$ cat src/rtl/timer_pkg.sv
// Shared types and constants for the MM:SS.cc countdown timer.
// Digit index 0 is centiseconds ones, index 5 is minutes tens.
package timer_pkg;

  typedef enum logic [1:0] {
    IDLE    = 2'd0,
    RUN     = 2'd1,
    PAUSE   = 2'd2,
    EXPIRED = 2'd3
  } state_t;

  localparam int unsigned BCD_W      = 4;
  localparam int unsigned NUM_DIGITS = 6;
  localparam int unsigned VALUE_W    = BCD_W * NUM_DIGITS;

  localparam logic [BCD_W-1:0] DIGIT_MAX_9 = 4'd9;
  localparam logic [BCD_W-1:0] DIGIT_MAX_5 = 4'd5;

  localparam int unsigned CS_ONES_LSB  = 0;
  localparam int unsigned CS_TENS_LSB  = 4;
  localparam int unsigned SEC_ONES_LSB = 8;
  localparam int unsigned SEC_TENS_LSB = 12;
  localparam int unsigned MIN_ONES_LSB = 16;
  localparam int unsigned MIN_TENS_LSB = 20;

  localparam int unsigned SEC_TENS_IDX = 3;
  localparam int unsigned MIN_TENS_IDX = 5;

  function automatic logic [BCD_W-1:0] digit_max(input int unsigned idx);
    return (idx == SEC_TENS_IDX || idx == MIN_TENS_IDX) ? DIGIT_MAX_5 : DIGIT_MAX_9;
  endfunction

  function automatic int unsigned digit_lsb(input int unsigned idx);
    case (idx)
      0:       return CS_ONES_LSB;
      1:       return CS_TENS_LSB;
      2:       return SEC_ONES_LSB;
      3:       return SEC_TENS_LSB;
      4:       return MIN_ONES_LSB;
      default: return MIN_TENS_LSB;
    endcase
  endfunction

endpackage

$ cat src/rtl/countdown_timer_core_if.sv
// Control/display bundle between the button/display logic and the countdown core.
interface countdown_timer_core_if;
  import timer_pkg::*;

  logic               load;
  logic [VALUE_W-1:0] load_value;
  logic               start_stop;
  logic [VALUE_W-1:0] digits;
  logic               running;
  logic               zero;
  logic               done;

  modport master (
    output load, load_value, start_stop,
    input  digits, running, zero, done
  );

  modport slave (
    input  load, load_value, start_stop,
    output digits, running, zero, done
  );
endinterface

$ cat src/rtl/bcd_down_digit.sv
// One BCD down-counting digit with load clamping and borrow to the next digit.
module bcd_down_digit
  import timer_pkg::*;
#(
  parameter logic [BCD_W-1:0] MAX = DIGIT_MAX_9
) (
  input  logic             clk,
  input  logic             reset,
  input  logic             load,
  input  logic [BCD_W-1:0] load_val,
  input  logic             dec_in,
  output logic [BCD_W-1:0] q,
  output logic             borrow_out
);

  always_ff @(posedge clk or negedge reset) begin
    if (!reset) begin
      q <= '0;
    end else if (load) begin
      q <= (load_val > MAX) ? MAX : load_val;
    end else if (dec_in) begin
      q <= (q == '0) ? MAX : q - BCD_W'(1);
    end
  end

  assign borrow_out = dec_in & (q == '0);

endmodule

$ cat src/rtl/countdown_timer_core.sv
// MM:SS.cc countdown: run/pause FSM, 10 ms prescaler, six-digit BCD borrow chain
// and a one-cycle expiry pulse.
module countdown_timer_core
  import timer_pkg::*;
#(
  parameter int unsigned TICK_DIV = 1_000_000
) (
  input  logic clk,
  input  logic reset,
  countdown_timer_core_if.slave bus
);

  localparam int unsigned PRESC_W = (TICK_DIV > 2) ? $clog2(TICK_DIV) : 1;
  localparam logic [PRESC_W-1:0] TICK_LAST = PRESC_W'(TICK_DIV - 1);

  state_t               state_q, state_d;
  logic [PRESC_W-1:0]   presc_q;
  logic                 running_q;
  logic                 done_q;
  logic [VALUE_W-1:0]   value;
  logic [NUM_DIGITS:0]  borrow;
  logic                 tick_c;
  logic                 zero_c;
  logic                 expire_c;
  logic                 digit_load_c;

  assign tick_c = (state_q == RUN) && (presc_q == TICK_LAST);
  assign zero_c = (value == '0);
  // Expiry when this tick takes 00:00.01 to zero; a chain underflow is treated the same way.
  assign expire_c = tick_c && !bus.load && ((value == VALUE_W'(1)) || borrow[NUM_DIGITS]);
  assign digit_load_c = bus.load || expire_c;
  assign borrow[0] = tick_c;

  for (genvar i = 0; i < NUM_DIGITS; i++) begin : g_digit
    localparam int unsigned LSB = digit_lsb(i);
    bcd_down_digit #(
      .MAX(digit_max(i))
    ) u_digit (
      .clk       (clk),
      .reset     (reset),
      .load      (digit_load_c),
      .load_val  (bus.load ? bus.load_value[LSB +: BCD_W] : '0),
      .dec_in    (borrow[i]),
      .q         (value[LSB +: BCD_W]),
      .borrow_out(borrow[i+1])
    );
  end

  always_ff @(posedge clk or negedge reset) begin
    if (!reset) begin
      state_q   <= IDLE;
      presc_q   <= '0;
      running_q <= 1'b0;
      done_q    <= 1'b0;
    end else begin
      state_q   <= state_d;
      running_q <= (state_d == RUN);
      done_q    <= expire_c;
      if (bus.load || expire_c || tick_c) begin
        presc_q <= '0;
      end else if (state_q == RUN) begin
        presc_q <= presc_q + PRESC_W'(1);
      end
    end
  end

  // Load wins over everything; expiry wins over a coincident pause request.
  always_comb begin
    state_d = state_q;
    if (bus.load) begin
      state_d = IDLE;
    end else begin
      case (state_q)
        IDLE:    if (bus.start_stop && !zero_c) state_d = RUN;
        RUN: begin
          if (expire_c)            state_d = EXPIRED;
          else if (bus.start_stop) state_d = PAUSE;
        end
        PAUSE:   if (bus.start_stop) state_d = RUN;
        EXPIRED: if (bus.start_stop) state_d = IDLE;
        default: state_d = IDLE;
      endcase
    end
  end

  assign bus.digits  = value;
  assign bus.running = running_q;
  assign bus.zero    = zero_c;
  assign bus.done    = done_q;

endmodule

$ cat src/flat_wrapper.sv
// flat-port wrapper written by rule: the top's interface ports become plain ports
module countdown_timer_core_flat import timer_pkg::*;
#(
  parameter int unsigned TICK_DIV = 1_000_000
)
  (clk, reset, bus_load, bus_load_value, bus_start_stop, bus_digits, bus_running, bus_zero, bus_done);
  countdown_timer_core_if bus_i ();
  input  logic clk;
  input  logic reset;
  input wire logic [$bits(bus_i.load)-1:0] bus_load;
  input wire logic [$bits(bus_i.load_value)-1:0] bus_load_value;
  input wire logic [$bits(bus_i.start_stop)-1:0] bus_start_stop;
  output wire logic [$bits(bus_i.digits)-1:0] bus_digits;
  output wire logic [$bits(bus_i.running)-1:0] bus_running;
  output wire logic [$bits(bus_i.zero)-1:0] bus_zero;
  output wire logic [$bits(bus_i.done)-1:0] bus_done;
  assign bus_i.load = bus_load;
  assign bus_i.load_value = bus_load_value;
  assign bus_i.start_stop = bus_start_stop;
  assign bus_digits = bus_i.digits;
  assign bus_running = bus_i.running;
  assign bus_zero = bus_i.zero;
  assign bus_done = bus_i.done;
  countdown_timer_core #(.TICK_DIV(TICK_DIV)) u_core (.clk(clk), .reset(reset), .bus(bus_i));
endmodule
$ cat config.mk
export PLATFORM = sky130hd
export DESIGN_NAME = countdown_timer_core_flat
export DESIGN_NICKNAME = d
export VERILOG_FILES = /design/src/rtl/timer_pkg.sv /design/src/rtl/countdown_timer_core_if.sv /design/src/rtl/bcd_down_digit.sv /design/src/rtl/countdown_timer_core.sv /design/src/flat_wrapper.sv
export SDC_FILE = /design/constraint.sdc
export NUM_CORES = 1
export LEC_CHECK = 0
export CAP_MARGIN = 0
export CORE_UTILIZATION = 45
export DETAILED_ROUTE_END_ITERATION = 8
export PLACE_DENSITY = 0.82
export RECOVER_POWER = 100
export SYNTH_ARGS = -nofsm -noshare
export SYNTH_HDL_FRONTEND = slang
export SYNTH_SLANG_ARGS = --single-unit
$ cat constraint.sdc
create_clock -name clk -period 2.63 [get_ports clk]
set_clock_uncertainty 0.15 [all_clocks]
set_input_delay 0.3945 -clock clk [delete_from_list [all_inputs] [get_ports clk]]
set_output_delay 0.3945 -clock clk [all_outputs]
set_load 0.03 [all_outputs]
==> out/metrics.yaml, run 1 <==
power:
  power.density_mw_per_mm2: 456
  ir_drop_mv: 0.243
  leakagePower_nw: 1.54
drt:
  via_per_inst: 6.31
  drc_errors: 5
  drt-met1-wl_microns: 3790
  drt_wl_total_microns: 8250
  wl_met3_microns: 541
  wl_met2_microns: 3800
  highest_layer: "met4"
  dr.pass1.iters: 7
  dr_total_vias: 3053
  drt_iter0_drc: 234
  wire_per_inst_microns: 17.0
  postRouteAntennaNets: 0
sta:
  worst_slew_pin_slew_ps: 1460
  relSlewSlack_pct: 2.61
  fin_setup_tns_ps: 0
  finalSetupViolations: 0
  period_minus_slack_ps: 2510
  fmax_mhz: 398
  rsz0062_at_grt: "no"
  period_share_pct: 95.4
  holdWs_ps: 400
  hold_viol: 0
  final_max_slew_viol_count: 0
setup_path:
  cp_data_required_time_ps: 2090
  startpoint_type: "flop"
  cp.arrival_ps: 1970
  critPathKind: "reg -> out"
  r2r-end: "u_core.g_digit[5].u_digit.q[2]"
  slowest_stage: "nor4_4"
  end_kind: "primary output"
  path_cells: "nor4_4 -> and3_1 -> nand3_1 -> inv_1 -> buf_2"
  r2r_slack_ps: 210
  r2r-start: "u_core.presc_q[0]"
  worstRegToRegCells: 6
  critPathMaxFanout: 8
  slowest_delay_ps: 520
logic_synthesis:
  yosysTopAreaCellShare_pct: 38.9
  synth_commonest_cells: "dfrtp_1 (48), nor2_1 (46), o21ai_0 (23), nor3_1 (16), nand2_1 (15)"
  ys_warn_count: 0
  avgSynthCellArea_sq_um: 9.11
  ys.flop_type: "dfrtp_1"
  synth_edf_count: 0
  synth_seq_area_share_pct: 38.9
  synth.distinct_cells: 74
  netlist_instances: 339
  synth-seq-cells: 48
  ys_top_cells_by_area: "dfrtp_1 (39%), nor2_1 (5.6%), o21ai_0 (3.7%)"
  ys_async_sr_fraction_pct: 100
  syn_area_sq_mm: 0.00309
  yosysTopAreaCell: "dfrtp_1"
  syn_nets: 368
  synth.most_common_cell: "dfrtp_1"
global_route:
  grt_max_degree: 33
  track_usage_pct: 23.7
  grt_pass1_wl_microns: 13800
  grt_pass1_vias: 2800
  gr-total-overflow: 0
  grt_antenna_before_repair: 0
floorplanning:
  num_rows: 29
  dieArea_sq_mm: 0.00720
  die_y_microns: 84.9
  initial_core_util_pct: 47.6
  io_pins: 55
  core-area_sq_mm: 0.00649
  fp.dieW_microns: 84.9
cts:
  clk_pin_slew_ps: 80
  worstSkewPairLatency_ps: 300
  root_buffer: "clkbuf_8"
  htreeDepth: 2
  cts_tree: "yes"
  postCtsSetupRepairBufs: 0
  cts_buffers: 5
  cts_max_path_buffers: 2
  cts_sinks: 48
worst_hold_path:
  hold_depth: 1
  min-delay-start: "u_core.g_digit[5].u_digit.q[3]"
  hold_path_class: "reg -> reg"
  hold_end: "u_core.g_digit[5].u_digit.q[3]"
final_layout:
  syn_to_final_growth_pct: 27.0
  drive_gt1_share_pct: 10.8
  antenna_cells: 0
  nets: 435
place:
  numPortBuffers: 54
  gp_congestion: 0.904
  dpl.hpwl_microns: 6170
status:
  violations: "design-rule violations"
  status: "finished, violations left"
run:
  max-cap-violations: 0
[area by class of cell]
class	instances	area (sq um)
clock buffer	6	72.6
tap	77	96.3
multi-input combinational	268	1790
fill	549	2570
inverter	9	33.8
timing repair buffer	74	689
sequential	48	1200
clock inverter	2	35.0
[state kept, by name, indices dropped and copies added, names as in the netlist]
signal	count
u_core.bus.done	1
u_core.g_digit.u_digit.q	24
u_core.bus.running	1
u_core.presc_q	20
u_core.state_q	2
[per-layer routing]
layer  GRT usage (%)  up-vias
met3            3.89       14
met1            33.8     1482
met2            37.9      138
met4            5.55        0
met5               0        -
li1                -     1419
[critical path: cells and delay by family (launching register included)]
kind                   cells  cell delay [ps]
buffers and inverters      2              270
flip-flops                 1              490
AND/OR/NAND/NOR            3              900
[cell usage in the layout (no fill, tap or decap), drive strengths merged, types with 3 or more instances in the layout]
| master | n |
|---|---|
| dfrtp | 48 |
| nor2 | 46 |
| dlygate4sd3 | 27 |
| clkdlybuf4s50 | 26 |
| o21ai | 26 |
| nand2 | 18 |
| nor3 | 17 |
| buf | 15 |
| nand3 | 13 |
| a21oi | 13 |
| xnor2 | 12 |
| clkbuf | 12 |
| nor4 | 11 |
| and3 | 8 |
| inv | 8 |
| a31oi | 6 |
| nand4 | 6 |
| or3 | 5 |
| nor3b | 5 |
| nand3b | 5 |
| xor2 | 4 |
| mux2i | 4 |
| a211oi | 4 |
| and2 | 4 |
| and4 | 3 |
| nor2b | 3 |
| a22oi | 3 |
| o2111ai | 3 |
| o211a | 3 |
| o22a | 3 |
| nor4b | 3 |
| o41ai | 3 |
| o31ai | 3 |
| a41oi | 3 |
[through the flow]
step                      total power, mW  area [sq um]  utilization (%)  instances  setup WS [ps]
after global placement               1.27          3830             58.9        475            179
after detailed placement             1.28          3830             58.9        475            143
after CTS                            1.81          3940             60.7        484           63.6
after global routing                 1.86          3920             60.4        484           30.8
after floorplan                      1.08          3090                -        339            430
final                                1.79          3920             60.4        484            120
[where the power goes]
| group | internal, mW | switching, mW |
|---|---|---|
| Combinational | 0.178 | 0.228 |
| Sequential | 0.776 | 0.0776 |
| Clock | 0.282 | 0.245 |
| Total | 1.24 | 0.551 |
[logic make-up (layout without fill, tap and decap cells)]
group                      count (synthesis)  count (layout)  share of synthesized area [%]
AOI/OAI and AO/OA                         90              90                           21.8
DFF                                       48              48                           38.9
buffers and inverters                     23              91                           3.04
adders and majority gates                  1               1                          0.405
muxes                                      4               4                           1.30
and+or+nand+nor                          157             157                           30.1
xor gates and xnor gates                  16              16                           4.54
[what timing repair did]
action / in CTS / in global routing
hold buffers: 1 / 0
hold endpoints to repair: 24 / 0
setup endpoints to repair: 0 / 2
resized for setup: 0 / 3
[worst max-delay path by stage]
stage / start / to / slack, ps / cells past startpoint
floorplan: u_core.g_digit[1].u_digit.q[1] / bus_zero / 430 / 5
global placement: u_core.g_digit[1].u_digit.q[1] / u_core.g_digit[5].u_digit.q[3] / 180 / 5
detailed placement: u_core.g_digit[1].u_digit.q[1] / u_core.g_digit[5].u_digit.q[3] / 140 / 5
CTS: u_core.g_digit[2].u_digit.q[0] / bus_zero / 60 / 5
global route: u_core.g_digit[4].u_digit.q[0] / bus_zero / 30 / 5
finish: u_core.g_digit[4].u_digit.q[0] / bus_zero / 120 / 5
Note: power is estimated with default switching activity, not from simulation.
==> run 2, diff against run 1 <==
- CAP_MARGIN: 0 -> 20
- MAX_ROUTING_LAYER: not set -> met4
==> out/metrics.yaml, run 2 (same netlist as run 1, synthesis figures left out) <==
status:
  status: "finished, violations left"
  violations: "design-rule violations"
final_layout:
  final_cell_mix: "dfrtp_1 (48), nor2_1 (46), dlygate4sd3_1 (27)"
  top_regs: "u_core.g_digit.u_digit.q (24), u_core.presc_q (20), u_core.state_q (2)"
  final_common_cell: "dfrtp_1"
  nets: 435  # unchanged
  seq_area_sq_mm: 0.00120  # unchanged
  instances_no_fill: 484  # unchanged
  top_register: "u_core.g_digit.u_digit.q"
  n_fill_cell: 545  # -0.73%
  largest_reg_flops: 24  # unchanged
  multiInputGateArea_sq_mm: 0.00178  # -0.70%
  drive_gt1_share_pct: 10.3  # -0.49 points
  syn_to_final_growth_pct: 25.8
  antenna_cells: 0  # unchanged
setup_path:
  critPathKind: "reg -> reg"
  cp.arrival_ps: 2530  # +560 ps
  worstRegToRegCells: 7  # +1
  end_kind: "flop"
  critPathMaxFanout: 12  # +4
  startpoint_type: "flop"
  cp_data_required_time_ps: 2680  # +590 ps
place:
  numPortBuffers: 54  # unchanged
  gp_congestion: 0.901  # -0.40%
  dpl.hpwl_microns: 6110  # -0.91%
  dp.cells: 475  # unchanged
drt:
  via_per_inst: 6.20  # -1.7%
  dr_total_vias: 3002  # -1.7%
  drt_wl_total_microns: 8390  # +1.7%
  postRouteAntennaNets: 0  # unchanged
  drc_errors: 5  # unchanged
  dr.pass1.iters: 8  # +1
  drt_iter0_drc: 273  # +17%
  wire_per_inst_microns: 17.3  # +1.7%
floorplanning:
  dieArea_sq_mm: 0.00720  # unchanged
  fp.dieW_microns: 84.9  # unchanged
  die_y_microns: 84.9  # unchanged
  initial_core_util_pct: 47.6  # unchanged
  core-area_sq_mm: 0.00649  # unchanged
  io_pins: 55  # unchanged
  num_rows: 29  # unchanged
cts:
  worstSkewPairLatency_ps: 310  # about the same
  cts_max_path_buffers: 2  # unchanged
  clk_pin_slew_ps: 90  # about the same
  root_buffer: "clkbuf_8"
  cts_tree: "yes"
  cts_sinks: 48  # unchanged
  htreeDepth: 2  # unchanged
  postCtsSetupRepairBufs: 0  # unchanged
  cts_buffers: 5  # unchanged
global_route:
  grt_pass1_wl_microns: 14400  # +5.0%
  track_usage_pct: 25.5  # +1.8 points
  grt_max_degree: 33  # unchanged
  grt_antenna_before_repair: 0  # unchanged
  grt_pass1_vias: 3043  # +8.7%
  gr-total-overflow: 0  # unchanged
power:
  leakagePower_nw: 1.52  # -1.7%
  power.density_mw_per_mm2: 448  # -1.6%
  ir_drop_mv: 0.245  # +0.67%
sta:
  worst_slew_pin_slew_ps: 1450  # -9.13 ps
  final_max_slew_viol_count: 0  # unchanged
  relSlewSlack_pct: 3.22  # +0.61 points
  period_minus_slack_ps: 2480  # -28.6 ps
  rsz0062_at_grt: "no"
  fin_setup_tns_ps: 0  # unchanged
  finalSetupViolations: 0  # unchanged
  period_share_pct: 94.4  # -1.1 points
  fmax_mhz: 403  # +1.2%
  hold_viol: 0  # unchanged
worst_hold_path:
  hold_path_class: "reg -> reg"
  hold_depth: 2  # +1
run:
  max-cap-violations: 0  # unchanged
[run 2: cell types whose count changed in the layout (fill, tap and decap cells not counted), sizes merged]
cell	before	now
buf	15	13
clkbuf	12	14
bufinv	1	0
inv	8	9
[run 2: final timing paths]
| check | start | slack, ps | endpoint |
|---|---|---|---|
| max | u_core.presc_q[0] | 150 | u_core.state_q[0] |
| min | u_core.presc_q[5] | 400 | u_core.presc_q[5] |
| max reg2reg | u_core.presc_q[0] | 150 | u_core.state_q[0] |
| min reg2reg | u_core.presc_q[5] | 400 | u_core.presc_q[5] |
| max in group asynchronous | reset | 670 | u_core.g_digit[4].u_digit.q[0] |
| min in group asynchronous | reset | 800 | u_core.presc_q[3] |
[run 2: critical path: stages (launching register included)]
cell and delay [ps]:
dfrtp_1 440, ha_1 260, and3b_1 260, and2_2 270, nand2_1 320, nor3_1 140, clkbuf_4 180, o311a_1 350
[run 2: final cells by class]
type	count	share of cell area (%)
multi-input cells	268	45.8
flip-flops and latches	48	30.9
repair buffers	74	17.4
well taps	77	2.48
clock buffers	6	2.12
inverters	9	0.869
clock inverters	2	0.354
[run 2: power breakdown]
part / internal, mW / leakage, nW / total (mW) / switching (mW)
registers: 0.776 / 0.631 / 0.853 / 0.0775
logic: 0.177 / 0.834 / 0.409 / 0.232
clock network: 0.216 / 0.0516 / 0.480 / 0.264
total: 1.17 / 1.52 / 1.74 / 0.573
[run 2: routing by layer]
metal / up-vias / wire (microns) / GRT usage (%)
met3: 12 / 489 / 2.72
li1: 1416 / - / -
met4: 0 / 110 / 7.86
met1: 1451 / 3790 / 34.2
met5: - / 0 / -
met2: 123 / 4000 / 41.1
[run 2: repair_timing]
item | in CTS | in global routing
cloned | 0 | 0
endpoints found under the hold margin | 24 | 0
resized for setup | 1 | 2
setup endpoints to repair | 1 | 1
hold buffers | 1 | 0
[run 2: metrics by stage]
stage	hold slack, ps	power (mW)	setup slack (ps)	area (sq um)	utilization (%)
after floorplan	-51.1	1.08	430	3090	-
after global placement	279	1.27	194	3810	58.7
after detailed placement	283	1.28	182	3810	58.7
after CTS	407	1.76	76.9	3930	60.5
after global routing	449	1.82	31.7	3890	59.8
final	401	1.74	148	3890	59.8
==> run 3, diff against run 2 <==
- ABC_AREA: not set -> 1
- PLACE_DENSITY: 0.82 -> 0.81
- SYNTH_HIERARCHICAL: not set -> 1
==> out/metrics.yaml, run 3 <==
drt:
  drt_iter0_drc: 392  # +44%
  drc_errors: 0  # -5
  via_per_inst: 5.21  # -16%
  drt_wl_total_microns: 10700  # +28%
  dr.pass1.iters: 5  # -3
  dr_total_vias: 3889  # +30%
  postRouteAntennaNets: 0  # unchanged
  wire_per_inst_microns: 14.3  # -17%
final_layout:
  top_regs: "u_core/g_digit.u_digit/q (24), u_core/presc_q (20), u_core/state_q (2)"
  nets: 680  # +56%
  top_register: "u_core/g_digit.u_digit/q"
  final_cell_mix: "nand2_1 (139), buf_4 (79), inv_1 (67)"
  instances_no_fill: 747  # +54%
  final_common_cell: "nand2_1"
  antenna_cells: 0  # unchanged
  largest_reg_flops: 24  # unchanged
  n_fill_cell: 526  # -3.5%
  drive_gt1_share_pct: 29.2  # +19 points
  stdcell_area_sq_mm: 0.00489  # +26%
  syn_to_final_growth_pct: 48.9
sta:
  relSlewSlack_pct: 6.29  # +3.1 points
  fmax_mhz: 296  # -27%
  setup_ws_ps: -750  # -898 ps
  rsz0062_at_grt: "yes"
  period_minus_slack_ps: 3380  # +898 ps
  period_share_pct: 129  # +34 points
  hold_viol: 0  # unchanged
  fin_setup_tns_ps: -17070  # -17070 ps
  worst_slew_pin_slew_ps: 1410  # -46.0 ps
  finalSetupViolations: 28  # +28
  final_max_slew_viol_count: 0  # unchanged
setup_path:
  end_kind: "flop"
  startpoint_type: "flop"
  critPathMaxFanout: 7  # -5
  slowest_delay_ps: 370  # -70 ps
  cp.arrival_ps: 3440  # +910 ps
  critPathKind: "reg -> reg"
  cp_common_cell: "inv_2"
  cp_data_required_time_ps: 2690  # about the same
  slowest_stage: "dfrtp_1"
cts:
  cts_buffers: 5  # unchanged
  cts_sinks: 48  # unchanged
  root_buffer: "clkbuf_8"
  clk_pin_slew_ps: 80  # about the same
  htreeDepth: 2  # unchanged
  cts_tree: "yes"
  cts_max_path_buffers: 2  # unchanged
  worstSkewPairLatency_ps: 310  # about the same
logic_synthesis:
  ys_warn_count: 6  # +6
  synth-seq-cells: 48  # unchanged
  synth_edf_count: 0  # unchanged
  synth_seq_area_share_pct: 36.6  # -2.3 points
  synth_commonest_cells: "nand2_1 (151), inv_1 (87), nor2_1 (73), dfrtp_1 (48), a21oi_1 (32)"
  yosysTopAreaCell: "dfrtp_1"
  netlist_instances: 507  # +50%
  yosysTopAreaCellShare_pct: 36.6  # -2.3 points
  ys_top_cells_by_area: "dfrtp_1 (37%), nand2_1 (17%), inv_1 (9.9%)"
  syn_nets: 536  # +46%
  ys_async_sr_fraction_pct: 100  # unchanged
  synth.most_common_cell: "nand2_1"
  synth.distinct_cells: 31  # -58%
  syn_area_sq_mm: 0.00328  # +6.3%
  ys.flop_type: "dfrtp_1"
  avgSynthCellArea_sq_um: 6.48  # -29%
power:
  ir_drop_mv: 0.277  # +13%
  leakagePower_nw: 2.47  # +63%
  power.density_mw_per_mm2: 406  # -9.5%
place:
  postPlaceCellArea_sq_mm: 0.00436  # +14%
  dpl.hpwl_microns: 6530  # +6.9%
  gp_congestion: 0.959  # +6.5%
  numPortBuffers: 54  # unchanged
  dp.cells: 707  # +49%
  dp_slack_ps: -634  # -816 ps
global_route:
  top_usage_layer: "met2"
  grt_pass1_wl_microns: 16200  # +12%
  grt_max_degree: 27  # -18%
  gr-usage-met2_pct: 47.0  # +5.9 points
  grt_antenna_before_repair: 0  # unchanged
  grt_pass1_vias: 3677  # +21%
  met1_usage_pct: 33.8  # -0.36 points
  track_usage_pct: 27.7  # +2.2 points
  gr-total-overflow: 0  # unchanged
  met3_usage_pct: 3.79  # +1.1 points
status:
  status: "finished, violations left"
  violations: "negative setup slack"
floorplanning:
  die_y_microns: 87.4  # +3.0%
  initial_core_util_pct: 47.6  # about the same
  num_rows: 30  # +3.4%
  dieArea_sq_mm: 0.00764  # +6.2%
  fp.dieW_microns: 87.4  # +3.0%
  core-area_sq_mm: 0.00691  # +6.3%
  io_pins: 55  # unchanged
worst_hold_path:
  hold_path_class: "reg -> reg"
run:
  max-cap-violations: 0  # unchanged
run 3: logic make-up after synthesis:
family                   count (synthesis)  share of synthesized area (%)
XOR/XNOR                                 6                           1.60
adder cells (fa/ha/maj)                  1                          0.381
buffers and inverters                   97                           11.7
AO/OA/AOI/OAI                           72                           12.1
AND/OR/NAND/NOR                        283                           37.7
flip-flops                              48                           36.6
run 3: routing by layer:
| metal | part of all wire (%) | routed length [microns] |
|---|---|---|
| met1 | 39 | 4210 |
| met2 | 48 | 5160 |
| met3 | 7.5 | 806 |
| met4 | 4.9 | 529 |
| met5 | 0 | 0 |
run 3: worst paths after layout:
check | start | to | slack, ps | depth (start not counted)
min in group asynchronous | reset | u_core/presc_q[8] | 790 | 2
hold reg to reg | u_core/presc_q[5] | u_core/presc_q[5] | 440 | 2
setup / recovery | u_core/presc_q[0] | u_core/g_digit[1].u_digit/q[2] | -750 | 25
setup reg to reg | u_core/presc_q[0] | u_core/g_digit[1].u_digit/q[2] | -750 | 25
hold / removal | u_core/presc_q[5] | u_core/presc_q[5] | 440 | 2
max in group asynchronous | reset | u_core/presc_q[18] | 510 | 3
run 3: metrics by stage:
step                hold slack, ps  power, mW  utilization, %
floorplan                    -51.1       1.22               -
global placement               280       1.48            63.1
detailed placement             286       1.49            63.1
CTS                            413       1.94            68.6
global route                   465       2.08            70.8
finish                         440       1.98            70.8
run 3: cell type report:
class	instances	area (sq um)	area share (%)
repair buffers	140	1190	24.4
clock buffers	6	72.6	1.48
flip-flops and latches	48	1200	24.6
inverters	92	352	7.19
multi-input cells	364	1950	39.9
clock inverters	1	5.00	0.102
well taps	96	120	2.46
run 3: where the power goes:
part / switching [mW] / internal [mW]
clock: 0.250 / 0.182
combinational: 0.415 / 0.284
sequential: 0.0639 / 0.789
run 3: critical path: cells and delay by family, from the launching register on:
kind	cells	cell delay, ps
fa+ha+maj	1	210
compound gates	1	180
buf+inv	8	620
flops	1	370
simple gates	15	1730
run 3: repair_timing:
item	in CTS	in global routing
buffers inserted	23	8
pin swaps	20	20
gates resized for setup	35	33
gates cloned	2	0
hold buffers	1	0
hold endpoints to repair	24	0
setup endpoints to repair	29	28
